`src/rtl/fifo_wr_arbiter.sv`:
```
// -----------------------------------------------------------------------------
// fifo_wr_arbiter
//   Round-robin arbiter that shares the single write port of sync_fifo between
//   N producer blocks. One winner is picked per cycle with zero latency. The
//   winner gets a same-cycle ack, and its word is presented on fifo_data with
//   fifo_wr_en. No ack is issued while fifo_full is high.
//
//   Optional feature macro: FIFO_ARB_BURST_EN
//     defined   : the last winner stays locked for up to MAX_BURST consecutive
//                 transfers while it keeps requesting.
//     undefined : strict one-word round robin.
//
// Parameters
//   N          number of requesters (2..16)
//   WIDTH      data word width (matches sync_fifo)
//   ID_W       grant index width, must equal clog2(N)
//   MAX_BURST  max consecutive grants to one requester (burst build, >=1)
//
// Ports
//   clk        in   clock, all state on rising edge
//   rst        in   synchronous reset, active-high
//   req        in   [N]       req[i]: requester i holds a valid word
//   req_data   in   [N*WIDTH] word i at [i*WIDTH +: WIDTH]
//   fifo_full  in   sync_fifo full flag
//   ack        out  [N]       one-hot-or-zero; word i written this cycle
//   fifo_wr_en out  sync_fifo write enable
//   fifo_data  out  [WIDTH]   sync_fifo data_in (0 when idle)
//   last_id    out  [ID_W]    index of the most recent winner (registered)
//   busy       out  registered: a write happened in the previous cycle
// -----------------------------------------------------------------------------
module fifo_wr_arbiter #(
  parameter int unsigned N         = 4,
  parameter int unsigned WIDTH     = 8,
  parameter int unsigned ID_W      = 2,
  parameter int unsigned MAX_BURST = 4
) (
  input  logic                 clk,
  input  logic                 rst,
  input  logic [N-1:0]         req,
  input  logic [N*WIDTH-1:0]   req_data,
  input  logic                 fifo_full,
  output logic [N-1:0]         ack,
  output logic                 fifo_wr_en,
  output logic [WIDTH-1:0]     fifo_data,
  output logic [ID_W-1:0]      last_id,
  output logic                 busy
);

  // Elaboration-time sanity checks on the configuration.
  if (N < 2 || N > 16) begin : g_bad_n
    $error("fifo_wr_arbiter: N must be in 2..16");
  end
  if (ID_W != $clog2(N)) begin : g_bad_idw
    $error("fifo_wr_arbiter: ID_W must equal clog2(N)");
  end
  if (MAX_BURST < 1) begin : g_bad_burst
    $error("fifo_wr_arbiter: MAX_BURST must be >= 1");
  end

  // Round-robin pointer holds the previous winner; the search starts one past it.
  logic [ID_W-1:0] r_ptr;
  logic [ID_W-1:0] r_last_id;
  logic            r_busy;

  logic            w_rr_found;
  logic [ID_W-1:0] w_rr_idx;
  logic            w_win_found;
  logic [ID_W-1:0] w_win_idx;
  logic            w_wr;

  // Round-robin search: ptr+1, ptr+2, ... wrapping modulo N (ptr itself last).
  always_comb begin : rr_search
    int unsigned v_idx;
    w_rr_found = 1'b0;
    w_rr_idx   = '0;
    v_idx      = 0;
    for (int unsigned k = 1; k <= N; k++) begin
      v_idx = 32'(r_ptr) + k;
      if (v_idx >= N) begin
        v_idx = v_idx - N;
      end
      if (!w_rr_found && req[v_idx[ID_W-1:0]]) begin
        w_rr_found = 1'b1;
        w_rr_idx   = v_idx[ID_W-1:0];
      end
    end
  end

`ifdef FIFO_ARB_BURST_EN
  localparam int unsigned CNT_W = $clog2(MAX_BURST + 1);

  typedef enum logic {
    ST_OPEN,
    ST_LOCKED
  } lock_state_t;

  lock_state_t      r_state;
  lock_state_t      w_state_nxt;
  logic [CNT_W-1:0] r_burst_cnt;
  logic [CNT_W-1:0] w_burst_cnt_nxt;
  logic             w_hold;
  logic [CNT_W-1:0] w_cnt_inc;

  // While locked, the owner is r_ptr (the previous winner). A locked state
  // always has burst_cnt < MAX_BURST, because reaching the limit reopens the
  // round robin.
  assign w_hold      = (r_state == ST_LOCKED) && req[r_ptr];
  assign w_win_found = w_hold || w_rr_found;
  assign w_win_idx   = w_hold ? r_ptr : w_rr_idx;

  // State register.
  always_ff @(posedge clk) begin
    if (rst) begin
      r_state     <= ST_OPEN;
      r_burst_cnt <= '0;
    end else begin
      r_state     <= w_state_nxt;
      r_burst_cnt <= w_burst_cnt_nxt;
    end
  end

  // Next-state logic. A stall (fifo_full) freezes the lock and the count.
  // A transfer continues the burst or starts a new one. An unstalled cycle
  // without a transfer means the owner dropped req, so the lock is released.
  always_comb begin
    w_state_nxt     = r_state;
    w_burst_cnt_nxt = r_burst_cnt;
    w_cnt_inc       = CNT_W'(1);
    if (!fifo_full) begin
      if (w_wr) begin
        if (w_hold) begin
          w_cnt_inc = r_burst_cnt + CNT_W'(1);
        end
        if (w_cnt_inc >= CNT_W'(MAX_BURST)) begin
          w_state_nxt     = ST_OPEN;
          w_burst_cnt_nxt = '0;
        end else begin
          w_state_nxt     = ST_LOCKED;
          w_burst_cnt_nxt = w_cnt_inc;
        end
      end else begin
        w_state_nxt     = ST_OPEN;
        w_burst_cnt_nxt = '0;
      end
    end
  end
`else
  assign w_win_found = w_rr_found;
  assign w_win_idx   = w_rr_idx;
`endif

  // A write happens only when a winner exists, the FIFO has room and the
  // block is not in reset.
  assign w_wr = !rst && !fifo_full && w_win_found;

  // Output logic. The per-index compare keeps ack one-hot by construction.
  always_comb begin
    ack        = '0;
    fifo_data  = '0;
    fifo_wr_en = w_wr;
    for (int unsigned i = 0; i < N; i++) begin
      if (w_wr && (w_win_idx == ID_W'(i))) begin
        ack[i]    = 1'b1;
        fifo_data = req_data[i*WIDTH +: WIDTH];
      end
    end
  end

  // Pointer and status registers. ptr resets to N-1 so requester 0 wins first.
  always_ff @(posedge clk) begin
    if (rst) begin
      r_ptr     <= ID_W'(N - 1);
      r_last_id <= '0;
      r_busy    <= 1'b0;
    end else if (w_wr) begin
      r_ptr     <= w_win_idx;
      r_last_id <= w_win_idx;
      r_busy    <= 1'b1;
    end else begin
      r_busy    <= 1'b0;
    end
  end

  assign last_id = r_last_id;
  assign busy    = r_busy;

endmodule
```
`config.mk`:
```
export PLATFORM = sky130hd
export DESIGN_NAME = fifo_wr_arbiter
export DESIGN_NICKNAME = d
export VERILOG_FILES = /design/src/rtl/fifo_wr_arbiter.sv
export SDC_FILE = /design/constraint.sdc
export NUM_CORES = 1
export LEC_CHECK = 0
export BUFFER_PORTS_ARGS = -buffer_cell sky130_fd_sc_hd__clkbuf_2
export CAP_MARGIN = 20
export CORE_MARGIN = 2
export CORE_UTILIZATION = 39
export CTS_BUF_LIST = sky130_fd_sc_hd__clkbuf_2
export DETAILED_ROUTE_END_ITERATION = 8
export PLACE_DENSITY_LB_ADDON = 0.08
export SYNTH_ARGS = -nofsm -noshare
export SYNTH_HDL_FRONTEND = slang
export SYNTH_SLANG_ARGS = --single-unit
```
`constraint.sdc`:
```
create_clock -name clk -period 3.11 [get_ports clk]
set_input_delay 0.4665 -clock clk [delete_from_list [all_inputs] [get_ports clk]]
set_output_delay 0.4665 -clock clk [all_outputs]
set_load 0.03 [all_outputs]
```
# == Word-level counts from Yosys, hierarchy flattened ==
# Index checks and enable logic that the tools add are counted.
# word_totals
ff_bits,5
inputBits,39
out_inout_bits,16
# op_classes
add_sub_neg,8
magnitude_cmp,8
n_eq_ne,3
mux,29
reduce_logical,15
# op_table
operator,count
$mux W8,4
$mux W2,8
$mux W1,13
$lt A2 B3 Y1 const B,4
$ge A3 B3 Y1 const B,3
$logic_and A1 B1 Y1,9
$bmux W1 S2,4
$sub A2 B1 Y2 const B,4
$add A2 B2 Y3 const B,2
$logic_not A1 Y1,5
$add A2 B3 Y4 const B,1
$eq A2 B2 Y1 const B,2
$ge A4 B3 Y1 const B,1
$add A2 B1 Y3 const B,1
$eq A2 B1 Y1 const B,1
$logic_not A2 Y1,1

# == Depth between registers and ports, before layout ==
# depth
depth_word,21
mapped_depth,6
ltp_nobuf,5

# == Worst setup path before layout ==
# Ideal clock, no wire load.
# synth_path
path_type,in2out
start,in fifo_full
end,out fifo_data[0]
arrival_ps,2415
slack_ps,228
stages,4
path_buffers,0
cell_sequence,nor2_1 -> a21boi_0 -> o21ai_1 -> o22ai_1
# synth_via
elab_chain_len,8
# synth_rtl
item,line_no,source
start: declaration,41,"input logic fifo_full,"
$logic_not A1 Y1 (*),154,assign w_wr = !rst && !fifo_full && w_win_found;
$logic_and A1 B1 Y1 (*) (2 in series),154,
named net fifo_wr_en,43,"output logic fifo_wr_en,"
$logic_and A1 B1 Y1,162,if (w_wr && (w_win_idx == ID_W'(i))) begin
$mux W8 (3 in series),162,
$mux W8 (*),162,
end: declaration,44,"output logic [WIDTH-1:0] fifo_data,"
# The timed path passes the listed nets; every way through them passes the cells marked *.

# == Final worst setup path ==
# layout_path
start,reg r_ptr[1]
end,out fifo_data[3]
# layout_via
elab_chain_len,21
# layout_rtl
item,line_no,source
start: declaration,61,logic [ID_W-1:0] r_ptr;
start signal: assignment,172,r_ptr <= ID_W'(N - 1);
start signal: assignment,176,r_ptr <= w_win_idx;
$add A2 B1 Y3,78,v_idx = 32'(r_ptr) + k;
$ge A3 B3 Y1 or $sub A2 B1 Y2 (tied branches),"79, 80",
$mux W2,79,if (v_idx >= N) begin
$bmux W1 S2,82,if (!w_rr_found && req[v_idx[ID_W-1:0]]) begin
$mux W1 (not written as such),82,
$mux W1,82,
$logic_not A1 Y1,82,
$logic_and A1 B1 Y1,82,
[... 3 more ...],n/a,
$mux W1,82,
$logic_not A1 Y1,82,
$logic_and A1 B1 Y1,82,
$mux W2 or $mux W1 (tied branches),82,
$logic_not A2 Y1 or $logic_and A1 B1 Y1 (tied branches),"162, 154",
$logic_and A1 B1 Y1,162,
$mux W8 (3 in series),162,
$mux W8 (*),162,
# Mark *: on every way between the ends. The rest lies on a longest branch, timed or not. The select of a mux whose other input is x is not followed.

==> flow_summary.ini <==
[run_status]
status = finished clean

[clocking]
cts_buffers = 3
cts_hold_buf = 0
clock_sinks = 5
cts_max_level = 1
clk_path_buf_depth = 2
clk_latency_ps = 220
root_buffer = clkbuf_2
clk_pin_slew_ps = 50
cts_setup_buffers = 0
cts_tree = yes
cts_resized = 0

[worst_setup_path]
worstSetupPathType = flip-flop to output pin
required_ps = 2640
slowest_stage = o21ai_1
worstPathArrival_ps = 1920
cpPeakStageDelay_ps = 570
path_buf_inv = 1
crit_fanout = 10
critPathTopFamily = compound AO/OA/AOI/OAI gates
end_kind = output pin
cp_cell_sequence = and3b_2, nor3_1, o21ai_1, o22ai_1, clkbuf_2
critPathLaunchType = flip-flop

[synth]
synth.largest_area_cell = mux2i_1
synth_area_sq_um = 548
syn_inst = 66
ys_ff_latch = 5
synth_nets = 105
ys_types = 21
syn_avg_cell_area_sq_um = 8.30
netlist.area_leader.share_pct = 31.1
synth_area_leaders = mux2i_1 (31%), dfxtp_1 (18%), o22ai_1 (9.1%)
yosysWarnings = 0
synth.yosys.seq_area_share_pct = 18.3

[routing]
via_per_inst = 5.04
drt-initial-drc-count = 10
ant_nets = 0
drc = 0
vias = 691
drt_wl_total_um = 1520
drt-pass1-iter-count = 4
routedWlPerCell_um = 11.1

[floorplan]
rows = 13
start_util_pct = 42.1
core-area_sq_mm = 0.00130
fp.dieH_um = 41.5
ioPinCount = 55
die_area_sq_mm = 0.00172
fp.dieW_um = 41.5

[place]
gp_congestion = 0.761
numPortBuffers = 54
dp_hpwl_um = 1240

[global_routing]
gr-usage-all-layers_pct = 17.8
grt_max_degree = 21
antenna_found_initial = 0
met2_usage_pct = 30.6
grt_pass1_wl_um = 2410
grt_most_used_layer = met2
gr-usage-met1_pct = 18.9
global_route.overflow_total = 0
grt_pass1_vias = 609
use_met3_pct = 6.09

[timing]
skew_ps = 1.30
rsz0062_at_grt = false
holdWs_ps = 463
hold_viol = 0
tightest_slew_ps = 718
maxSlewViolCount = 0
maxSlewHeadroom_pct = 51.8
setup_tns_ps = 0
fmax_mhz = 419
period_share_pct = 76.8
final-setup-viol-count = 0
fin_crit_ps = 2390

[layout]
synthToLayoutAreaGrowth_pct = 50.7
n_antenna_cell = 0
final_nets = 162
layout-drive-gt1-share_pct = 52.5

[power_and_ir_drop]
power_leakage_nw = 0.502
clock_power_share_pct = 21.9
p_switching_uw = 113
switching_share_pct = 40.5
ir_worst_vdd_v = 0.000255
powerDensity_mw_per_mm2 = 339
power_frac_comb_pct = 51.8
p_seq_share_pct = 26.4
p_int_uw = 166

[worst_hold_path]
hp-class = flip-flop to flip-flop

[run]
drv_cap = 0
power groups by stage:
stage / Sequential, mW / Combinational [mW] / Clock (mW)
2_1_floorplan: 0.0797 / 0.104 / 0
3_3_place_gp: 0.0747 / 0.144 / 0
3_5_place_dp: 0.0749 / 0.146 / 0
4_1_cts: 0.0736 / 0.146 / 0.0643
5_1_grt: 0.0742 / 0.159 / 0.0690
6_report: 0.0737 / 0.145 / 0.0611
metrics by stage:
| step | instances | worst slack (ps) | power, mW | utilization, % | cell area, sq um |
|---|---|---|---|---|---|
| global placement | 133 | 856 | 0.218 | 61.9 | 806 |
| CTS | 137 | 706 | 0.284 | 63.5 | 826 |
| floorplan | 66 | 228 | 0.184 | - | 548 |
| finish | 137 | 723 | 0.280 | 63.5 | 826 |
| global route | 137 | 549 | 0.302 | 63.5 | 826 |
| detailed placement | 133 | 779 | 0.221 | 61.9 | 806 |
registers in the layout (all words and copies together) (netlist names):
register  count
busy          1
last_id       2
r_ptr         2
cells in the mapped netlist:
| library cell | count |
|---|---|
| a21boi_0 | 2 |
| a21o_1 | 1 |
| a21oi_1 | 4 |
| a21oi_2 | 1 |
| and2_4 | 1 |
| and2b_2 | 1 |
| and3b_2 | 1 |
| buf_12 | 1 |
| buf_6 | 1 |
| dfxtp_1 | 5 |
| inv_1 | 1 |
| mux2i_1 | 17 |
| nand2_1 | 6 |
| nor2_1 | 10 |
| nor2b_1 | 1 |
| nor3_1 | 1 |
| nor3_2 | 1 |
| o21ai_1 | 1 |
| o21bai_1 | 1 |
| o221a_4 | 1 |
| o22ai_1 | 8 |
per-layer routing:
layer | wire [um] | share of wire, %
met5 | 0 | 0
met4 | 29 | 1.9
met2 | 734 | 48
met1 | 633 | 42
met3 | 118 | 7.8
cells in the final DEF, fill, tap and decap left out:
master    count
a21boi_0      2
nor3_1        1
dfxtp_1       5
inv_1         1
nand2_1       6
and3b_2       1
nor2b_1       1
o22ai_1       8
nor3_2        1
a21oi_2       1
a21o_1        1
and2_4        1
and2b_2       1
o21ai_1       1
a21oi_1       4
nor2_1       10
o221a_4       1
mux2i_1      17
clkbuf_2     58
o21bai_1      1
worst paths after layout:
kind               from      endpoint  slack [ps]  depth (start not counted)
max            r_ptr[1]  fifo_data[3]         720                          5
min          last_id[1]    last_id[1]         460                          2
max reg2reg    r_ptr[1]      r_ptr[0]        1570                          4
min reg2reg  last_id[1]    last_id[1]         460                          2
layout make-up:
type / instances / area (sq um)
clock buffer: 4 / 20.0
fill: 139 / 475
inverter: 1 / 3.75
multi-input combinational: 58 / 413
sequential: 5 / 100
tap: 15 / 18.8
timing repair buffer: 54 / 270
worst register-to-register path, delay by kind of cell (launching register included):
kind	cells	cell delay [ps]
compound gates	2	500
flops	1	440
mux	1	260
simple gates	1	230
logic make-up (layout without fill, tap and decap cells):
| kind of cell | count (synthesis) | after routing | synth area share (%) |
|---|---|---|---|
| AND/OR/NAND/NOR | 22 | 22 | 19.9 |
| AO/OA/AOI/OAI | 19 | 19 | 24.4 |
| multiplexers | 17 | 17 | 31.0 |
| flip-flops | 5 | 5 | 18.3 |
| buffers and inverters | 3 | 59 | 6.39 |
No activity file was read; power rests on OpenSTA's default activity.
